==> src/rtl/alu_arb_pkg.sv <==
// alu_arb_pkg
// Shared types and constants for the two-requester ALU arbiter.
//   state_t    : control FSM states (IDLE, EXEC, RESP)
//   CMD_*      : ALU command encodings (4-bit)
package alu_arb_pkg;

  typedef enum logic [1:0] {
    IDLE = 2'd0,
    EXEC = 2'd1,
    RESP = 2'd2
  } state_t;

  localparam int CMD_W = 4;

  localparam logic [CMD_W-1:0] CMD_ADD  = 4'b0000;
  localparam logic [CMD_W-1:0] CMD_SHL  = 4'b0001;
  localparam logic [CMD_W-1:0] CMD_SHR  = 4'b0010;
  localparam logic [CMD_W-1:0] CMD_MOV  = 4'b0011;
  localparam logic [CMD_W-1:0] CMD_OR   = 4'b0100;
  localparam logic [CMD_W-1:0] CMD_XOR  = 4'b0101;
  localparam logic [CMD_W-1:0] CMD_AND  = 4'b0110;
  localparam logic [CMD_W-1:0] CMD_ADDI = 4'b0111;
  localparam logic [CMD_W-1:0] CMD_BNE  = 4'b1000;
  localparam logic [CMD_W-1:0] CMD_BEQ  = 4'b1001;
  localparam logic [CMD_W-1:0] CMD_MOVI = 4'b1010;
  localparam logic [CMD_W-1:0] CMD_CMP  = 4'b1101;
  localparam logic [CMD_W-1:0] CMD_NOP  = 4'b1111;

endpackage

==> src/rtl/rr_arbiter2.sv <==
// rr_arbiter2
// Combinational two-way round-robin grant.
//   valid[1:0]  : request lines
//   last_grant  : index of the requester granted most recently
//   grant[1:0]  : one-hot (or zero) grant
module rr_arbiter2 (
  input  logic [1:0] valid,
  input  logic       last_grant,
  output logic [1:0] grant
);

  // A lone requester always wins; on a tie the one that did not win last time goes.
  always_comb begin
    grant    = 2'b00;
    grant[0] = valid[0] & (~valid[1] | last_grant);
    grant[1] = valid[1] & (~valid[0] | ~last_grant);
  end

endmodule

==> src/rtl/alu_arbiter.sv <==
// alu_arbiter
// Shares one combinational ALU between the execute stage (requester 0) and the
// branch unit (requester 1). One operation is in flight at a time:
// accept -> EXEC (drive ALU, capture results) -> RESP (hold until rsp_ready).
// Ports:
//   clk, reset                      : clock, synchronous active-high reset
//   req_valid/req_ready[1:0]        : per-requester request handshake
//   req_cmd0/1, req_a0/b0/a1/b1     : command and operands per requester
//   req_sci[1:0]                    : shift carry-in per requester
//   alu_cmd, alu_inA, alu_inB, alu_sci : drive to the shared ALU
//   alu_rslt, alu_sco/pari/zero/equal  : ALU results, same cycle
//   rsp_valid/rsp_ready             : response handshake
//   rsp_id                          : requester owning the response
//   rsp_rslt, rsp_sco/pari/zero/equal  : captured ALU results
module alu_arbiter
  import alu_arb_pkg::*;
#(
  parameter int DW = 8,
  parameter int CW = 4
) (
  input  logic          clk,
  input  logic          reset,
  input  logic [1:0]    req_valid,
  output logic [1:0]    req_ready,
  input  logic [CW-1:0] req_cmd0,
  input  logic [CW-1:0] req_cmd1,
  input  logic [DW-1:0] req_a0,
  input  logic [DW-1:0] req_b0,
  input  logic [DW-1:0] req_a1,
  input  logic [DW-1:0] req_b1,
  input  logic [1:0]    req_sci,
  output logic [CW-1:0] alu_cmd,
  output logic [DW-1:0] alu_inA,
  output logic [DW-1:0] alu_inB,
  output logic          alu_sci,
  input  logic [DW-1:0] alu_rslt,
  input  logic          alu_sco,
  input  logic          alu_pari,
  input  logic          alu_zero,
  input  logic          alu_equal,
  output logic          rsp_valid,
  input  logic          rsp_ready,
  output logic          rsp_id,
  output logic [DW-1:0] rsp_rslt,
  output logic          rsp_sco,
  output logic          rsp_pari,
  output logic          rsp_zero,
  output logic          rsp_equal
);

  // NOP is the all-ones command at any command width.
  localparam logic [CW-1:0] NOP_CMD = {CW{1'b1}};

  state_t        state, state_next;
  logic          last_grant;
  logic [1:0]    grant;
  logic          accept;
  logic          accept_id;

  logic [CW-1:0] op_cmd;
  logic [DW-1:0] op_a;
  logic [DW-1:0] op_b;
  logic          op_sci;
  logic          op_id;

  rr_arbiter2 u_arb (
    .valid      (req_valid),
    .last_grant (last_grant),
    .grant      (grant)
  );

  // Operand registers feed the ALU permanently so its inputs never float;
  // only the command is forced to NOP while idle.
  assign alu_inA   = op_a;
  assign alu_inB   = op_b;
  assign alu_sci   = op_sci;
  assign accept_id = grant[1];

  always_comb begin
    state_next = state;
    req_ready  = 2'b00;
    rsp_valid  = 1'b0;
    accept     = 1'b0;
    alu_cmd    = op_cmd;
    case (state)
      IDLE: begin
        alu_cmd   = NOP_CMD;
        req_ready = req_valid & grant;
        if (|(req_valid & grant)) begin
          accept     = 1'b1;
          state_next = EXEC;
        end
      end
      EXEC: begin
        state_next = RESP;
      end
      RESP: begin
        rsp_valid = 1'b1;
        if (rsp_ready) begin
          state_next = IDLE;
        end
      end
      default: begin
        state_next = IDLE;
      end
    endcase
  end

  // Operands latch on accept, results latch at the end of the single EXEC cycle.
  always_ff @(posedge clk) begin
    if (reset) begin
      state      <= IDLE;
      last_grant <= 1'b1;
      op_cmd     <= '0;
      op_a       <= '0;
      op_b       <= '0;
      op_sci     <= 1'b0;
      op_id      <= 1'b0;
      rsp_id     <= 1'b0;
      rsp_rslt   <= '0;
      rsp_sco    <= 1'b0;
      rsp_pari   <= 1'b0;
      rsp_zero   <= 1'b0;
      rsp_equal  <= 1'b0;
    end else begin
      state <= state_next;
      if (accept) begin
        op_cmd     <= accept_id ? req_cmd1 : req_cmd0;
        op_a       <= accept_id ? req_a1 : req_a0;
        op_b       <= accept_id ? req_b1 : req_b0;
        op_sci     <= req_sci[accept_id];
        op_id      <= accept_id;
        last_grant <= accept_id;
      end
      if (state == EXEC) begin
        rsp_id    <= op_id;
        rsp_rslt  <= alu_rslt;
        rsp_sco   <= alu_sco;
        rsp_pari  <= alu_pari;
        rsp_zero  <= alu_zero;
        rsp_equal <= alu_equal;
      end
    end
  end

endmodule

==> config.mk <==
export PLATFORM = sky130hd
export DESIGN_NAME = alu_arbiter
export DESIGN_NICKNAME = d
export VERILOG_FILES = /design/src/rtl/alu_arb_pkg.sv /design/src/rtl/rr_arbiter2.sv /design/src/rtl/alu_arbiter.sv
export SDC_FILE = /design/constraint.sdc
export NUM_CORES = 1
export LEC_CHECK = 0
export CAP_MARGIN = 0
export CORE_MARGIN = 2
export CORE_UTILIZATION = 39
export CTS_CLUSTER_SIZE = 40
export DETAILED_ROUTE_END_ITERATION = 16
export HOLD_SLACK_MARGIN = 0.06
export PLACE_DENSITY = 0.8
export SLEW_MARGIN = 40
export SYNTH_ARGS = -nofsm -noshare
export SYNTH_HDL_FRONTEND = slang
export SYNTH_HIERARCHICAL = 1
export SYNTH_SLANG_ARGS = --single-unit
==> constraint.sdc <==
create_clock -name clk -period 1.8 [get_ports clk]
set_input_delay 0.36 -clock clk [delete_from_list [all_inputs] [get_ports clk]]
set_output_delay 0.36 -clock clk [all_outputs]
set_load 0.02 [all_outputs]
# Yosys cells after proc, flatten, opt, wreduce, memory -nomap -nowiden
# Cells that the tools add are included.
# totals
word_cells	42
input_bits	59
out_inout_bits	37
reg_bits	38
# classes
n_reduce_logical	3
eq_ne	4
bitwise	8
muxes	13
order_cmp	1
# op_table
operator	count
$mux 8	2
$mux 4	2
$mux 2	3
$pmux 2 s3	1
$mux 1	5
$ne 2x2->1 const B	2
$not 1->1	3
$and 1x1->1	2
$and 2x2->2	1
$eq 2x1->1 const B	1
$eq 2x2->1 const B	1
$logic_not 2->1	1
$lt 1x2->1 const B	1
$or 1x1->1	2
$reduce_and 2->1	1
$reduce_or 2->1	1

# Longest topological paths before layout
# Gate-level depths: netlist of run 1.
# depth
ltp_word	7
mapped_depth	6
mapped_depth_nobuf	5

# Modules after synthesis
# The synthesis of run 1 kept the hierarchy.
# modules_own_cells
module	area_each_um2	n_inst	seq_area_each_um2	cells_per_inst
alu_arbiter	1799.2	1	760.7	177
rr_arbiter2	18.8	1	0.0	3

# Least setup slack after synthesis of run 1
# Ideal clock, no wire load.
# synth_timing
kind	input to output
startpoint	in req_valid[1]
endpoint	out req_ready[1]
required_ns	1.440
path_stages	4
path_slack_ns	0.246
n_path_buf	2
arrival_ns	1.194
path_cell_list	a21boi_0 > buf_6 > buf_4 > and3_1
# synth_via
elab_chain_cells	3
# synth_lines
element	line_no	rtl
start: declaration	alu_arbiter.sv:23	input logic [1:0] req_valid,
$and 1x1->1	rr_arbiter2.sv:16	grant[1] = valid[1] & (~valid[0] | ~last_grant);
$and 2x2->2 *	alu_arbiter.sv:88	req_ready = req_valid & grant;
$mux 2 *	alu_arbiter.sv:85	case (state)
end: declaration	alu_arbiter.sv:24	output logic [1:0] req_ready,
# Mark *: on every way between the ends. The rest lies on a longest branch, timed or not.

# Worst setup path in the final report of run 1
# layout_timing
startpoint	reg last_grant
endpoint	out req_ready[0]
# layout_via
elab_chain_cells	4
# layout_lines
element	line_no	rtl
start: declaration	alu_arbiter.sv:55	logic last_grant;
start signal: assignment	alu_arbiter.sv:133	last_grant <= accept_id;
$or 1x1->1	rr_arbiter2.sv:15	grant[0] = valid[0] & (~valid[1] | last_grant);
$and 1x1->1	rr_arbiter2.sv:15	
net grant[0]	alu_arbiter.sv:56	logic [1:0] grant;
$and 2x2->2	alu_arbiter.sv:88	
$mux 2	alu_arbiter.sv:85	
# The timed path passes the listed nets, and every way through them passes these cells.

==> summary.json, run 1 <==
{
  "clock_tree": {
    "tritoncts_sinks": 38,
    "cts_tree": "done",
    "cts.root.buffer_cell": "sky130_fd_sc_hd__clkbuf_8",
    "cts.path.max_buffers": 2,
    "cts.htree.levels": 2,
    "clk_pin_slew_ns": 0.07,
    "clk_latency_ns": 0.28,
    "total_cts_buffers": 5
  },
  "synthesis": {
    "syn-cell-area_sq_mm": 0.001818,
    "ys_async_sr_fraction": 0,
    "synthFlopType": "sky130_fd_sc_hd__dfxtp_1",
    "post_synth.cell_area_avg_sq_um": 10.10,
    "synth_fp_nets": 239,
    "ys_warn_count": 6,
    "postSynthRegisterBits": 38,
    "synth_edf_count": 0,
    "yosysSeqAreaShare": 0.4184,
    "synth.distinct_cells": 29,
    "synthCells": 180
  },
  "finish": {
    "finalInstanceArea_sq_mm": 0.003044,
    "layout_commonest_cell": "sky130_fd_sc_hd__clkdlybuf4s50_1",
    "final_cell_mix": "sky130_fd_sc_hd__clkdlybuf4s50_1 (85), sky130_fd_sc_hd__dfxtp_1 (36), sky130_fd_sc_hd__nand2_1 (26)",
    "multi_input_comb_area_sq_um": 927.1,
    "final_cells": 340,
    "fillCellCount": 369,
    "finalNetCount": 346,
    "syn2layout_area_growth_pct": 67.45,
    "antenna_cells_inserted": 0,
    "postLayoutCoreUtil": 0.6896,
    "drive_above_1_share": 0.2049,
    "layout.area.seq_sq_um": 763.2
  },
  "route": {
    "routed-via-count": 1723,
    "detail_route.drc_violations": 0,
    "detailedRoute.firstIterationViolations": 46,
    "wl_mm": 4.863,
    "antenna_left": 0,
    "wl_per_cell_microns": 14.30,
    "routed_via_density": 5.068,
    "drtPass1Iterations": 4
  },
  "placed_design": {
    "dp_hpwl_mm": 3.429,
    "numPlacedInstances": 330,
    "post_dp_cell_area_sq_mm": 0.002878,
    "gp_congestion": 0.7279,
    "numPortBuffers": 95
  },
  "grt": {
    "gr-usage-all-layers": 0.1907,
    "initial_antenna_violation_count": 0,
    "grt_first_pass_wirelength_mm": 7.790,
    "grt_start_max_net_pins": 26,
    "number_of_global_route_vias_before_repair": 1721,
    "grt_remaining_overflow": 0
  },
  "setup_path": {
    "path_buf_inv": 2,
    "largest_stage_delay_on_the_critical_path_ns": 0.40,
    "cp_slowest_cell": "sky130_fd_sc_hd__dfxtp_1",
    "worst-endpoint-required_ns": 1.44,
    "critical_path_class": "flip-flop to primary output",
    "end_kind": "primary output",
    "timing.critical_path.max_delay_family": "flip-flops",
    "crit_path_cell_trace": "inv_1 > a21boi_1 > and3_1 > clkdlybuf4s15_2",
    "setup.worst_path.start_class": "flip-flop",
    "critical_path.max_fanout": 3,
    "cp.arrival_ns": 1.40
  },
  "timing": {
    "slew-limit-headroom": 0.6395,
    "setup-violations-final": 0,
    "worst_pin_slew_ns": 0.5408,
    "finClkSkew_ns": 0.003675,
    "timing.final.hold_violations": 0,
    "worst_hold_slack_ns": 0.4542,
    "final.period_utilization": 0.9787,
    "layout_min_cycle_time_ns": 1.762,
    "achievable-frequency_mhz": 567.7,
    "slew_violations": 0
  },
  "min_path": {
    "hold_path.class": "flip-flop to flip-flop"
  },
  "floorplan": {
    "std_cell_rows": 24,
    "placeableCoreArea_sq_mm": 0.004414,
    "num_io_pins": 96,
    "die_height_microns": 72.28,
    "starting_density_of_the_core": 0.4118,
    "floorplan.die_area_sq_mm": 0.005224,
    "die_width_microns": 72.28
  },
  "job": {
    "maxCapViolations": 0
  },
  "pwr": {
    "total_leakage_power_nw": 1.156,
    "max-vdd-ir-drop_v": 0.0005112,
    "p_per_area_mw_per_mm2": 797.1
  },
  "status": {
    "run_status": "complete, no violations"
  }
}
## worst reg2reg max path: cells and delay by family (launching register included)
family / cells / cell delay (ns)
AO/OA/AOI/OAI: 4 / 0.67
buffers and inverters: 3 / 0.38
flip-flops: 1 / 0.40
## routing by layer
| metal | GRT usage | part of all wire | up-vias |
|---|---|---|---|
| met5 | 0 | 0 | - |
| met4 | 0.04403 | 0.011 | 0 |
| met3 | 0.06389 | 0.076 | 4 |
| met2 | 0.3425 | 0.50 | 67 |
| met1 | 0.2177 | 0.41 | 794 |
| li1 | - | - | 858 |
## sequential cells by signal (all words and copies together) (netlist names)
register / count
alu_inA: 8
rsp_sco: 1
rsp_equal: 1
state: 2
rsp_id: 1
rsp_rslt: 8
last_grant: 1
rsp_zero: 1
alu_sci: 1
rsp_pari: 1
op_cmd: 4
alu_inB: 8
op_id: 1
## cell usage after synthesis (2+ instances only)
library cell / n / share of area
sky130_fd_sc_hd__mux2i_1: 21 / 0.12
sky130_fd_sc_hd__dfxtp_1: 38 / 0.42
sky130_fd_sc_hd__a21oi_1: 25 / 0.069
sky130_fd_sc_hd__a211oi_1: 11 / 0.045
sky130_fd_sc_hd__buf_2: 2 / 0.0055
sky130_fd_sc_hd__nand2b_1: 3 / 0.010
sky130_fd_sc_hd__a21oi_2: 10 / 0.048
sky130_fd_sc_hd__a211oi_2: 10 / 0.069
sky130_fd_sc_hd__and3_1: 2 / 0.0069
sky130_fd_sc_hd__a21boi_0: 2 / 0.0083
sky130_fd_sc_hd__nand2_1: 26 / 0.054
sky130_fd_sc_hd__buf_4: 3 / 0.012
sky130_fd_sc_hd__clkbuf_1: 2 / 0.0041
sky130_fd_sc_hd__buf_6: 7 / 0.043
sky130_fd_sc_hd__or2_1: 4 / 0.014
## worst paths after layout
kind	from	cells after the start	endpoint	slack, ns
setup / recovery	last_grant	4	req_ready[0]	0.04
hold / removal	rsp_id	2	rsp_id	0.45
setup reg to reg	last_grant	7	alu_inA[0]	0.25
hold reg to reg	rsp_id	2	rsp_id	0.45
## cell families (layout without fill, tap and decap cells)
| kind of cell | count (synthesis) | after routing | share of synthesized area |
|---|---|---|---|
| flip-flops | 38 | 38 | 0.4184 |
| buffers and inverters | 17 | 125 | 0.08052 |
| AND/OR/NAND/NOR | 41 | 41 | 0.1129 |
| multiplexers | 21 | 21 | 0.1156 |
| AO/OA/AOI/OAI | 63 | 63 | 0.2725 |
## cell type report
class,count,area share
tap,52,0.02137
clock inverter,3,0.01315
clock buffer,5,0.02261
sequential,38,0.2507
timing repair buffer,116,0.3864
inverter,1,0.001233
multi-input combinational,125,0.3046
## metrics by stage
| stage | setup TNS, ns | power (mW) | setup slack (ns) |
|---|---|---|---|
| 2_1_floorplan | 0 | 1.385 | 0.2459 |
| 3_3_place_gp | -10.16 | 1.721 | -0.4526 |
| 3_5_place_dp | -10.97 | 1.733 | -0.4784 |
| 4_1_cts | -0.05229 | 2.443 | -0.05229 |
| 5_1_grt | -0.04027 | 2.547 | -0.04027 |
| 6_report | 0 | 2.427 | 0.03838 |
## what timing repair did
| item | 4_1_cts | 5_1_grt |
|---|---|---|
| buffers inserted | 0 | 1 |
| pin swaps | 0 | 0 |
| gates cloned | 1 | 0 |
| setup endpoints to repair | 30 | 21 |
| resized for setup | 18 | 6 |
| hold buffers | 0 | 0 |
## power breakdown
part           switching, mW  internal [mW]
Clock                  0.291          0.408
Sequential            0.0441          0.915
Combinational          0.348          0.421
Power figures use the tool's default switching activity.
==> run 2, diff against run 1 <==
CORE_MARGIN = unset   (was 2)
==> run 2 against run 1 <==
  * Hold slack gained 0.0031 ns
  * Setup slack worse by 0.0018 ns
  * Utilization decreased by 0.74 points
  * Global-route usage up 0.75 points
  * Routed wire length down 2.7%
  * Via count shrank 1.2%
==> summary.json, run 2 (same netlist as run 1, synthesis figures left out) <==
{
  "setup_path": {
    "cp.arrival_ns": 1.40,
    "worst-endpoint-required_ns": 1.44,
    "largest_stage_delay_on_the_critical_path_ns": 0.42,
    "end_kind": "primary output",
    "path_buf_inv": 3,
    "setup.worst_path.start_class": "primary input",
    "crit_path_cell_trace": "clkdlybuf4s50_1 > buf_4 > a21boi_4 > and3_4 > buf_6",
    "cp_slowest_cell": "sky130_fd_sc_hd__clkdlybuf4s50_1",
    "critical_path.max_fanout": 3,
    "timing.critical_path.max_delay_family": "buffers and inverters",
    "critical_path_class": "primary input to primary output"
  },
  "route": {
    "routed-via-count": 1703,
    "routed_via_density": 5.024,
    "drtPass1Iterations": 4,
    "antenna_left": 0,
    "detailedRoute.firstIterationViolations": 54,
    "wl_mm": 4.733,
    "detail_route.drc_violations": 0,
    "wl_per_cell_microns": 13.96
  },
  "finish": {
    "antenna_cells_inserted": 0,
    "finalNetCount": 345,
    "layout.area.seq_sq_um": 760.7,
    "syn2layout_area_growth_pct": 65.66,
    "fillCellCount": 377,
    "postLayoutCoreUtil": 0.6823,
    "final_cells": 339,
    "final_cell_mix": "sky130_fd_sc_hd__clkdlybuf4s50_1 (86), sky130_fd_sc_hd__dfxtp_1 (38), sky130_fd_sc_hd__nand2_1 (26)",
    "layout_commonest_cell": "sky130_fd_sc_hd__clkdlybuf4s50_1",
    "drive_above_1_share": 0.2195,
    "multi_input_comb_area_sq_um": 934.6
  },
  "grt": {
    "gr-usage-all-layers": 0.1982,
    "initial_antenna_violation_count": 0,
    "grt_start_max_net_pins": 30,
    "grt_remaining_overflow": 0,
    "grt_first_pass_wirelength_mm": 7.714,
    "number_of_global_route_vias_before_repair": 1659
  },
  "clock_tree": {
    "cts.htree.levels": 2,
    "cts.path.max_buffers": 2,
    "clk_pin_slew_ns": 0.08,
    "tritoncts_sinks": 38,
    "clk_latency_ns": 0.28,
    "cts_tree": "done",
    "total_cts_buffers": 5,
    "cts.root.buffer_cell": "sky130_fd_sc_hd__clkbuf_8"
  },
  "floorplan": {
    "placeableCoreArea_sq_mm": 0.004414,
    "floorplan.die_area_sq_mm": 0.004939,
    "starting_density_of_the_core": 0.4118,
    "num_io_pins": 96,
    "std_cell_rows": 24,
    "die_width_microns": 70.28,
    "die_height_microns": 70.28
  },
  "timing": {
    "layout_min_cycle_time_ns": 1.763,
    "rsz0062_at_grt": "true",
    "finClkSkew_ns": 0.007912,
    "slew-limit-headroom": 0.6406,
    "timing.final.hold_violations": 0,
    "achievable-frequency_mhz": 567.1,
    "setup-violations-final": 0,
    "worst_pin_slew_ns": 0.5391,
    "slew_violations": 0,
    "final.period_utilization": 0.9797
  },
  "placed_design": {
    "gp_congestion": 0.6918,
    "numPortBuffers": 95,
    "numPlacedInstances": 331,
    "dp_hpwl_mm": 3.567
  },
  "pwr": {
    "total_leakage_power_nw": 1.141,
    "design_power_total_mw": 2.590,
    "max-vdd-ir-drop_v": 0.0005025,
    "p_per_area_mw_per_mm2": 860.0
  },
  "status": {
    "run_status": "complete, no violations"
  },
  "job": {
    "maxCapViolations": 0
  },
  "min_path": {
    "hold_path.class": "flip-flop to flip-flop"
  }
}
## run 2: cell types whose count changed in the layout (fill, tap and decap cells not counted), moves of 2 or more
| cell | delta |
|---|---|
| sky130_fd_sc_hd__buf_12 | -3 |
| sky130_fd_sc_hd__clkbuf_2 | +4 |
| sky130_fd_sc_hd__buf_6 | +4 |
| sky130_fd_sc_hd__dfxtp_1 | +2 |
| sky130_fd_sc_hd__dfxtp_2 | -2 |
| sky130_fd_sc_hd__clkdlybuf4s15_1 | -3 |
| sky130_fd_sc_hd__buf_4 | -2 |
| sky130_fd_sc_hd__clkinv_2 | -2 |
| sky130_fd_sc_hd__dlygate4sd2_1 | -2 |
## run 2: where the power goes
group          total (mW)  leakage, nW  switching (mW)  internal [mW]
sequential          0.957        0.312          0.0430          0.914
clock               0.890       0.0714           0.298          0.591
combinational       0.743        0.757           0.345          0.399
## run 2: worst paths after layout
kind	slack (ns)	depth (start not counted)	startpoint	end
setup / recovery	0.04	5	req_valid[0]	req_ready[1]
hold / removal	0.46	2	rsp_equal	rsp_equal
setup reg to reg	0.30	7	last_grant	op_cmd[0]
hold reg to reg	0.46	2	rsp_equal	rsp_equal
## run 2: routing by layer
metal  GRT usage  part of all wire
met4     0.06667             0.011
met2      0.3302              0.48
met3     0.05916             0.065
met1      0.2421              0.44
met5           0                 0
## run 2: through the flow
stage          setup TNS [ns]  cell area [sq um]  hold slack (ns)  setup WS, ns
2_1_floorplan               0               1818           0.4323        0.2459
3_3_place_gp           -7.083               2860           0.4416       -0.4017
3_5_place_dp           -7.984               2860           0.4483       -0.4213
4_1_cts                     0               2998           0.4589      0.005295
5_1_grt             -0.002354               3012           0.4761     -0.002354
6_report                    0               3012           0.4573       0.03659
## run 2: final cells by class
type                            count  area share
Clock inverter                      2     0.01994
Multi-Input combinational cell    125      0.3103
Timing Repair Buffer              115      0.3668
Tap cell                           52     0.02160
Clock buffer                        6     0.02742
Inverter                            1    0.001246
Sequential cell                    38      0.2526
## run 2: worst reg2reg max path, cell delays in order (launching register included)
cell and delay (ns):
sky130_fd_sc_hd__dfxtp_1 0.41, sky130_fd_sc_hd__inv_1 0.08, sky130_fd_sc_hd__a21boi_2 0.14, sky130_fd_sc_hd__buf_4 0.14, sky130_fd_sc_hd__a22oi_4 0.08, sky130_fd_sc_hd__nor3_4 0.23, sky130_fd_sc_hd__buf_6 0.21, sky130_fd_sc_hd__a211oi_1 0.08
## run 2: timing repair
| item | 4_1_cts | 5_1_grt |
|---|---|---|
| endpoints found under the setup margin | 22 | 16 |
| gates resized for setup | 16 | 16 |
| pin swaps | 0 | 2 |
| buffers inserted | 0 | 0 |
| hold buffers | 0 | 0 |
